## config.mk

```make
export PLATFORM = sky130hd
export DESIGN_NAME = wb_arbiter_flat
export DESIGN_NICKNAME = d
export VERILOG_FILES = /design/src/rtl/wb_arbiter_pkg.sv /design/src/rtl/wb_arbiter_if.sv /design/src/rtl/wb_pick2.sv /design/src/rtl/wb_arbiter.sv /design/src/flat_wrapper.sv
export SDC_FILE = /design/constraint.sdc
export NUM_CORES = 1
export LEC_CHECK = 0
export ABC_AREA = 1
export CELL_PAD_IN_SITES_DETAIL_PLACEMENT = 1
export CELL_PAD_IN_SITES_GLOBAL_PLACEMENT = 2
export CORE_MARGIN = 4
export CORE_UTILIZATION = 29
export DETAILED_ROUTE_END_ITERATION = 7
export MAX_ROUTING_LAYER = met4
export PLACE_DENSITY_LB_ADDON = 0.1
export SYNTH_ARGS = -nofsm -noshare
export SYNTH_HDL_FRONTEND = slang
export SYNTH_SLANG_ARGS = --single-unit
```

## constraint.sdc

```tcl
create_clock -name clk -period 4.1 [get_ports clk]
set_input_delay 0.82 -clock clk [delete_from_list [all_inputs] [get_ports clk]]
set_output_delay 0.82 -clock clk [all_outputs]
set_load 0.1 [all_outputs]
```

## src/rtl/wb_arbiter_pkg.sv

```systemverilog
// Purpose : shared widths and writeback packet type for the PRF writeback arbiter.
// Latency : n/a (types and constants only).
// Backpressure: n/a.
package wb_arbiter_pkg;
  localparam int XLEN      = 32;
  localparam int PREGS     = 64;
  localparam int ROB_DEPTH = 32;
  localparam int WB_N_SRC  = 4;

  typedef logic [$clog2(PREGS)-1:0]     preg_tag_t;
  typedef logic [$clog2(ROB_DEPTH)-1:0] rob_idx_t;

  typedef struct packed {
    preg_tag_t         tag;
    logic [XLEN-1:0]   data;
    rob_idx_t          rob_idx;
  } wb_pkt_t;
endpackage

```

## src/rtl/wb_arbiter_if.sv

```systemverilog
// Purpose : bundle of FU result handshakes and the two PRF write ports.
// Latency : n/a (wires only).
// Backpressure: src_ready per source; write ports have no backpressure.
// Ports   : master = result producers / PRF observer, slave = arbiter.
interface wb_arbiter_if
  import wb_arbiter_pkg::*;
#(
  parameter int N_SRC = WB_N_SRC
) ();
  logic [N_SRC-1:0]    src_valid;
  logic [N_SRC-1:0]    src_ready;
  wb_pkt_t [N_SRC-1:0] src_pkt;

  logic                wen0;
  logic                wen1;
  preg_tag_t           wtag0;
  preg_tag_t           wtag1;
  logic [XLEN-1:0]     wdata0;
  logic [XLEN-1:0]     wdata1;
  rob_idx_t            wrob0;
  rob_idx_t            wrob1;

  modport master (
    output src_valid, src_pkt,
    input  src_ready,
    input  wen0, wen1, wtag0, wtag1, wdata0, wdata1, wrob0, wrob1
  );

  modport slave (
    input  src_valid, src_pkt,
    output src_ready,
    output wen0, wen1, wtag0, wtag1, wdata0, wdata1, wrob0, wrob1
  );
endinterface

```

## src/rtl/wb_pick2.sv

```systemverilog
// Purpose : rotating-priority picker, up to two of N occupied slots per cycle.
// Latency : combinational (0 cycles).
// Backpressure: none; caller masks occ to suppress grants.
// Ports   : occ/rr_ptr in; gnt0_v/gnt0_idx, gnt1_v/gnt1_idx, rr_next out.
module wb_pick2
  import wb_arbiter_pkg::*;
#(
  parameter  int N_SRC = WB_N_SRC,
  localparam int IW    = $clog2(N_SRC)
) (
  input  logic [N_SRC-1:0] occ,
  input  logic [IW-1:0]    rr_ptr,
  output logic             gnt0_v,
  output logic [IW-1:0]    gnt0_idx,
  output logic             gnt1_v,
  output logic [IW-1:0]    gnt1_idx,
  output logic [IW-1:0]    rr_next
);

  // (a + n) mod N_SRC, valid for a < N_SRC and n <= N_SRC.
  function automatic logic [IW-1:0] wrap_add(input logic [IW-1:0] a, input int n);
    int s;
    s = int'(a) + n;
    if (s >= N_SRC) s = s - N_SRC;
    return IW'(s);
  endfunction

  logic [IW-1:0] idx;

  always_comb begin
    gnt0_v   = 1'b0;
    gnt0_idx = '0;
    gnt1_v   = 1'b0;
    gnt1_idx = '0;
    rr_next  = rr_ptr;
    idx      = '0;
    // Scan from rr_ptr: first occupied slot wins port 0, second wins port 1.
    for (int i = 0; i < N_SRC; i++) begin
      idx = wrap_add(rr_ptr, i);
      if (occ[idx]) begin
        if (!gnt0_v) begin
          gnt0_v   = 1'b1;
          gnt0_idx = idx;
        end else if (!gnt1_v) begin
          gnt1_v   = 1'b1;
          gnt1_idx = idx;
        end
      end
    end
    // Next scan starts just past the last slot granted this cycle.
    if (gnt1_v)      rr_next = wrap_add(gnt1_idx, 1);
    else if (gnt0_v) rr_next = wrap_add(gnt0_idx, 1);
  end

endmodule

```

## src/rtl/wb_arbiter.sv

```systemverilog
// Purpose : buffers one result per FU source and drives two registered PRF write ports.
// Latency : 2 cycles minimum from source handshake to wen (slot, then output register).
// Backpressure: src_ready = !flush && (slot empty || slot granted); no valid->ready path.
// Ports   : clk, reset_n (async, active-low), flush (sync); bus = wb_arbiter_if.slave.
module wb_arbiter
  import wb_arbiter_pkg::*;
#(
  parameter int XLEN      = wb_arbiter_pkg::XLEN,
  parameter int PREGS     = wb_arbiter_pkg::PREGS,
  parameter int ROB_DEPTH = wb_arbiter_pkg::ROB_DEPTH,
  parameter int N_SRC     = WB_N_SRC
) (
  input  logic         clk,
  input  logic         reset_n,
  input  logic         flush,
  wb_arbiter_if.slave  bus
);

  localparam int IW = $clog2(N_SRC);

  // The packet layout is fixed by the package; reject mismatched overrides.
  if (N_SRC < 2 || N_SRC > 8) begin : g_bad_nsrc
    $error("wb_arbiter: N_SRC must be in 2..8");
  end
  if (XLEN != wb_arbiter_pkg::XLEN || $clog2(PREGS) != $bits(preg_tag_t) ||
      $clog2(ROB_DEPTH) != $bits(rob_idx_t)) begin : g_bad_width
    $error("wb_arbiter: width parameters disagree with wb_arbiter_pkg");
  end

  logic [N_SRC-1:0] slot_v;
  wb_pkt_t          slot_pkt [N_SRC];
  logic [IW-1:0]    rr_ptr;
  logic [IW-1:0]    rr_next;

  logic [N_SRC-1:0] occ;
  logic [N_SRC-1:0] grant;
  logic [N_SRC-1:0] accept;
  logic             gnt0_v, gnt1_v;
  logic [IW-1:0]    gnt0_idx, gnt1_idx;

  logic             wen0_q, wen1_q;
  wb_pkt_t          out0_q, out1_q;

  // Flush masks occupancy so nothing is granted in the flush cycle.
  assign occ = flush ? '0 : slot_v;

  wb_pick2 #(.N_SRC(N_SRC)) u_pick (
    .occ      (occ),
    .rr_ptr   (rr_ptr),
    .gnt0_v   (gnt0_v),
    .gnt0_idx (gnt0_idx),
    .gnt1_v   (gnt1_v),
    .gnt1_idx (gnt1_idx),
    .rr_next  (rr_next)
  );

  always_comb begin
    grant = '0;
    if (gnt0_v) grant[gnt0_idx] = 1'b1;
    if (gnt1_v) grant[gnt1_idx] = 1'b1;
  end

  // A slot being drained this cycle can be refilled at the same edge.
  assign bus.src_ready = flush ? '0 : (~slot_v | grant);
  assign accept        = bus.src_valid & bus.src_ready;

  always_ff @(posedge clk or negedge reset_n) begin
    if (!reset_n) begin
      slot_v <= '0;
      for (int i = 0; i < N_SRC; i++) slot_pkt[i] <= '0;
      rr_ptr <= '0;
      wen0_q <= 1'b0;
      wen1_q <= 1'b0;
      out0_q <= '0;
      out1_q <= '0;
    end else if (flush) begin
      slot_v <= '0;
      rr_ptr <= '0;
      wen0_q <= 1'b0;
      wen1_q <= 1'b0;
    end else begin
      for (int i = 0; i < N_SRC; i++) begin
        if (accept[i]) begin
          slot_v[i]   <= 1'b1;
          slot_pkt[i] <= bus.src_pkt[i];
        end else if (grant[i]) begin
          slot_v[i]   <= 1'b0;
        end
      end
      rr_ptr <= rr_next;
      wen0_q <= gnt0_v;
      wen1_q <= gnt1_v;
      // Payload holds its last value while wen is low.
      if (gnt0_v) out0_q <= slot_pkt[gnt0_idx];
      if (gnt1_v) out1_q <= slot_pkt[gnt1_idx];
    end
  end

  assign bus.wen0   = wen0_q;
  assign bus.wtag0  = out0_q.tag;
  assign bus.wdata0 = out0_q.data;
  assign bus.wrob0  = out0_q.rob_idx;
  assign bus.wen1   = wen1_q;
  assign bus.wtag1  = out1_q.tag;
  assign bus.wdata1 = out1_q.data;
  assign bus.wrob1  = out1_q.rob_idx;

  // Two occupied slots carrying the same destination tag means rename broke.
  logic dup_tag;
  always_comb begin
    dup_tag = 1'b0;
    for (int i = 0; i < N_SRC; i++)
      for (int j = i + 1; j < N_SRC; j++)
        if (slot_v[i] && slot_v[j] && slot_pkt[i].tag == slot_pkt[j].tag) dup_tag = 1'b1;
  end

  a_no_dup_tag: assert property (@(posedge clk) disable iff (!reset_n) !dup_tag)
    else $error("wb_arbiter: duplicate destination tag in occupied slots");

endmodule

```

## src/flat_wrapper.sv

```systemverilog
// flat-port wrapper written by rule: the top's interface ports become plain ports
module wb_arbiter_flat import wb_arbiter_pkg::*;
#(
  parameter int XLEN      = wb_arbiter_pkg::XLEN,
  parameter int PREGS     = wb_arbiter_pkg::PREGS,
  parameter int ROB_DEPTH = wb_arbiter_pkg::ROB_DEPTH,
  parameter int N_SRC     = WB_N_SRC
)
  (clk, reset_n, flush, bus_src_valid, bus_src_pkt, bus_src_ready, bus_wen0, bus_wen1, bus_wtag0, bus_wtag1, bus_wdata0, bus_wdata1, bus_wrob0, bus_wrob1);
  wb_arbiter_if #(.N_SRC(N_SRC)) bus_i ();
  input  logic clk;
  input  logic reset_n;
  input  logic flush;
  input wire logic [$bits(bus_i.src_valid)-1:0] bus_src_valid;
  input wire logic [$bits(bus_i.src_pkt)-1:0] bus_src_pkt;
  output wire logic [$bits(bus_i.src_ready)-1:0] bus_src_ready;
  output wire logic [$bits(bus_i.wen0)-1:0] bus_wen0;
  output wire logic [$bits(bus_i.wen1)-1:0] bus_wen1;
  output wire logic [$bits(bus_i.wtag0)-1:0] bus_wtag0;
  output wire logic [$bits(bus_i.wtag1)-1:0] bus_wtag1;
  output wire logic [$bits(bus_i.wdata0)-1:0] bus_wdata0;
  output wire logic [$bits(bus_i.wdata1)-1:0] bus_wdata1;
  output wire logic [$bits(bus_i.wrob0)-1:0] bus_wrob0;
  output wire logic [$bits(bus_i.wrob1)-1:0] bus_wrob1;
  assign bus_i.src_valid = bus_src_valid;
  assign bus_i.src_pkt = bus_src_pkt;
  assign bus_src_ready = bus_i.src_ready;
  assign bus_wen0 = bus_i.wen0;
  assign bus_wen1 = bus_i.wen1;
  assign bus_wtag0 = bus_i.wtag0;
  assign bus_wtag1 = bus_i.wtag1;
  assign bus_wdata0 = bus_i.wdata0;
  assign bus_wdata1 = bus_i.wdata1;
  assign bus_wrob0 = bus_i.wrob0;
  assign bus_wrob1 = bus_i.wrob1;
  wb_arbiter #(.XLEN(XLEN), .PREGS(PREGS), .ROB_DEPTH(ROB_DEPTH), .N_SRC(N_SRC)) u_core (.clk(clk), .reset_n(reset_n), .flush(flush), .bus(bus_i));
endmodule
```

==> summary.txt <==
Worst hold path
  – HP Class: input port to asynchronous set/reset pin

STA
  – Highest clock rate: 258 MHz
  – Final hold vios: 0
  – Least-Margin Pin Slew: between 1000 and 1500 ps
  – Finish-stage setup viols: 0
  – Unrepaired setup endpoints after global routing: no
  – Tmin final: approximately 3900 ps
  – Final worst-path cycle share: a little over nine tenths
  – Final WS setup: ~230 ps
  – Relative slew slack: between 20% and 30%
  – Clock skew: 22.9 ps
  – Final Slew Violations: 0
  – Setup_tns: 0 ps

Logic synthesis
  – Syn avg cell area: 7.25 um^2
  – Seq/Total Area, Yosys: between 40% and 50%
  – Syn Nets: between 2000 and 2500
  – Post-Synthesis Cells: 1928
  – Yosys reg bits: between 200 and 300
  – Syn. warnings: 0
  – Mapped Area: 14000 um^2
  – Distinct cells, synth: 31

Worst setup path
  – Highest-delay cell along the critical path: dlygate4sd2_1
  – Critical-path cell list: dlygate4sd2_1 -> inv_6 -> nand3_1 -> nand2_1 -> nand2_1 -> nand2_2 -> ha_1 -> inv_1 -> nand3_1 -> nand2_1 -> nand2_1 -> nand2_1 -> nand2_2 -> nand2_4 -> nand3_1 -> a31oi_2 -> buf_4 -> buf_12
  – Setup CP Type: input port to output port
  – Worst Path Max Fanout: 6
  – Critical Path Max Stage Delay: 310 ps
  – Cell mode on critical path: nand2_1
  – Critical path launch point type: input port
  – CP Data Arrival Time: slightly above 3000 ps
  – Required @ worst endpoint: 3280 ps
  – CP Capture Type: output port

Placed design
  – GPL Wtd Cong: 0.846
  – DPL Wire Length: 41000 um
  – # port buffers: 270
  – Pre-CTS setup slack: -100 ps
  – Placed cells: 2751

Route
  – Detail Route Antenna Nets: 0
  – DR DRC count: 0
  – Drt via density: 5.02
  – DR pass1 iterations: 5
  – Per-cell routed wire length: 22.6 um
  – 1st-iter DRT viols: about 860
  – DR vias: 14100
  – Routed WL: 63700 um

Run
  – Maxcap violations: 0

Clocking
  – Number of buffers created by CTS: 35
  – CTS H-Tree Depth: 2
  – TritonCTS clock tree: yes
  – Clock sinks: 266
  – Root Buffer: clkbuf_16
  – CTS max path bufs: 3
  – Clock input transition at the sequential cells of the worst setup and hold paths: 60 ps
  – Clk Latency, worst-skew pair: 550 ps
  – Post-CTS Setup Repair Bufs: 0

Power and ir drop
  – VDD IR-drop max: roughly 540 uV
  – Cell Pwr Density: 1060 nW/um^2
  – Pleak: between 9 and 10 nW
  – Final Power: around 20 mW

Final layout
  – Layout cells sized above 1: 8.51%
  – FF+latch area: 6660 um^2
  – Finished Layout Cells: 2813
  – Final #Nets: 2354
  – Area Growth Syn to Fin: 34.8%
  – Area used by multi-input combinational logic: 6170 um^2
  – # fillers: approximately 5800
  – Commonest cells after routing, fill and taps aside: 851 x nand2_1, 265 x dfrtp_1, 260 x clkdlybuf4s50_1
  – Commonest non-fill, non-tap cell in the layout: nand2_1

Die
  – Die width: 228 um
  – I/O pin cnt: 271
  – Initial Util: slightly below 30%
  – DIE HEIGHT: between 200 and 250 um
  – Cell row count: 80
  – Placeable core region: between 40000 and 50000 um^2
  – Die area: around 52000 um^2

Global route
  – First-pass GRT wire length: around 96000 um
  – Vias in the first global route: 14900
  – GRT Overall Usage: between 20% and 30%
  – Remaining global-route overflow: 0
  – Largest net degree at the start of global routing: 102
  – Initial antenna violation count: 1

Run status
  – Outcome: completed
## metrics by stage
stage                     util (%)  cell area (um^2)  hold slack (ps)
final                         39.5             18800              312
after global placement        37.0             17600              454
after floorplan                  -             14000              442
after detailed placement      37.0             17600              458
after CTS                     39.5             18800              362
after global routing          39.5             18800              361
## logic make-up after synthesis
family / share of synthesized area (%)
AOI/OAI and AO/OA: 6.40
adders and majority gates: 0.179
buffers and inverters: 8.83
DFF: 47.6
and+or+nand+nor: 37.0
## routing by layer
layer / up-vias / wire length (um) / global-route usage (%)
met2: 262 / 31000 / 42.1
met4: 0 / 1280 / 5.64
met5: - / 0 / -
met3: 81 / 1950 / 2.68
met1: 7108 / 29500 / 33.9
li1: 6679 / - / -
## worst max-delay path: cells and delay by family
kind | cells | cell delay (ps)
AOI/OAI and AO/OA | 1 | 190
and+or+nand+nor | 11 | 970
adders and majority gates | 1 | 300
buffers and inverters | 5 | 760
## power by group
group          internal (mW)  switching [mW]
Sequential              3.80           0.778
Clock                   2.00            1.27
Combinational           3.25            8.95
Total                   9.06            11.0
## final timing paths
| path | start | end | slack (ps) | cells past startpoint |
|---|---|---|---|---|
| hold reg to reg | u_core.slot_pkt[84]$_DFFE_PN0P_ | u_core.slot_pkt[84]$_DFFE_PN0P_ | 470 | 2 |
| min in group clk | u_core.slot_pkt[84]$_DFFE_PN0P_ | u_core.slot_pkt[84]$_DFFE_PN0P_ | 470 | 2 |
| max in group asynchronous | reset_n | u_core.bus.wdata1[6]$_DFFE_PN0P_ | 2750 | 2 |
| setup / recovery | flush | bus_src_ready[0] | 230 | 18 |
| setup reg to reg | u_core.rr_ptr[0]$_DFFE_PN0P_ | u_core.bus.wdata0[26]$_DFFE_PN0P_ | 800 | 20 |
| hold / removal | reset_n | u_core.bus.wdata1[28]$_DFFE_PN0P_ | 310 | 1 |
## cells in the mapped netlist
| master | number | area share, % |
|---|---|---|
| nand4_1 | 174 | 7.8 |
| a21oi_1 | 10 | 0.36 |
| nor2_4 | 3 | 0.24 |
| a31oi_1 | 2 | 0.090 |
| nor3_1 | 10 | 0.36 |
| buf_1 | 12 | 0.32 |
| nand2_1 | 856 | 23 |
| buf_8 | 1 | 0.11 |
| nor2_1 | 58 | 1.6 |
| inv_1 | 145 | 3.9 |
| inv_2 | 7 | 0.19 |
| buf_2 | 32 | 1.1 |
| ha_1 | 2 | 0.18 |
| buf_4 | 15 | 0.81 |
| nand3_1 | 69 | 2.5 |
| buf_6 | 4 | 0.32 |
| o21ai_2 | 1 | 0.063 |
| and2_1 | 1 | 0.045 |
| nand3_2 | 9 | 0.64 |
| nor2_2 | 1 | 0.045 |
| inv_6 | 1 | 0.063 |
| o21ai_0 | 120 | 4.3 |
| o211ai_1 | 1 | 0.054 |
| nand3_4 | 3 | 0.38 |
| dfrtp_1 | 266 | 48 |
| inv_4 | 1 | 0.045 |
| nand2_2 | 7 | 0.31 |
| clkbuf_1 | 72 | 1.9 |
| nand3b_1 | 1 | 0.054 |
| o21ai_1 | 43 | 1.5 |
| nand2_4 | 1 | 0.081 |
## area by class of cell
| class | instances | area share (%) |
|---|---|---|
| Sequential cell | 266 | 35.3 |
| Multi-Input combinational cell | 1372 | 32.8 |
| Timing Repair Buffer | 344 | 18.3 |
| Clock buffer | 48 | 5.44 |
| Tap cell | 615 | 4.08 |
| Inverter | 154 | 3.12 |
| Clock inverter | 13 | 0.969 |
| Antenna cell | 1 | 0.0133 |
## repair_timing
action,4_1_cts,5_1_grt
hold buffers,0,0
setup endpoints to repair,3,4
resized for setup,1,4
## sequential cells by signal, summed over array words and instances (netlist names)
signal	count
u_core.bus.wen1	1
u_core.bus.wrob0	5
u_core.bus.wdata1	32
u_core.bus.wrob1	5
u_core.slot_v	4
u_core.rr_ptr	2
u_core.bus.wen0	1
u_core.bus.wtag1	6
u_core.bus.wtag0	6
u_core.slot_pkt	172
u_core.bus.wdata0	32
Note: power is estimated with default switching activity, not from simulation.
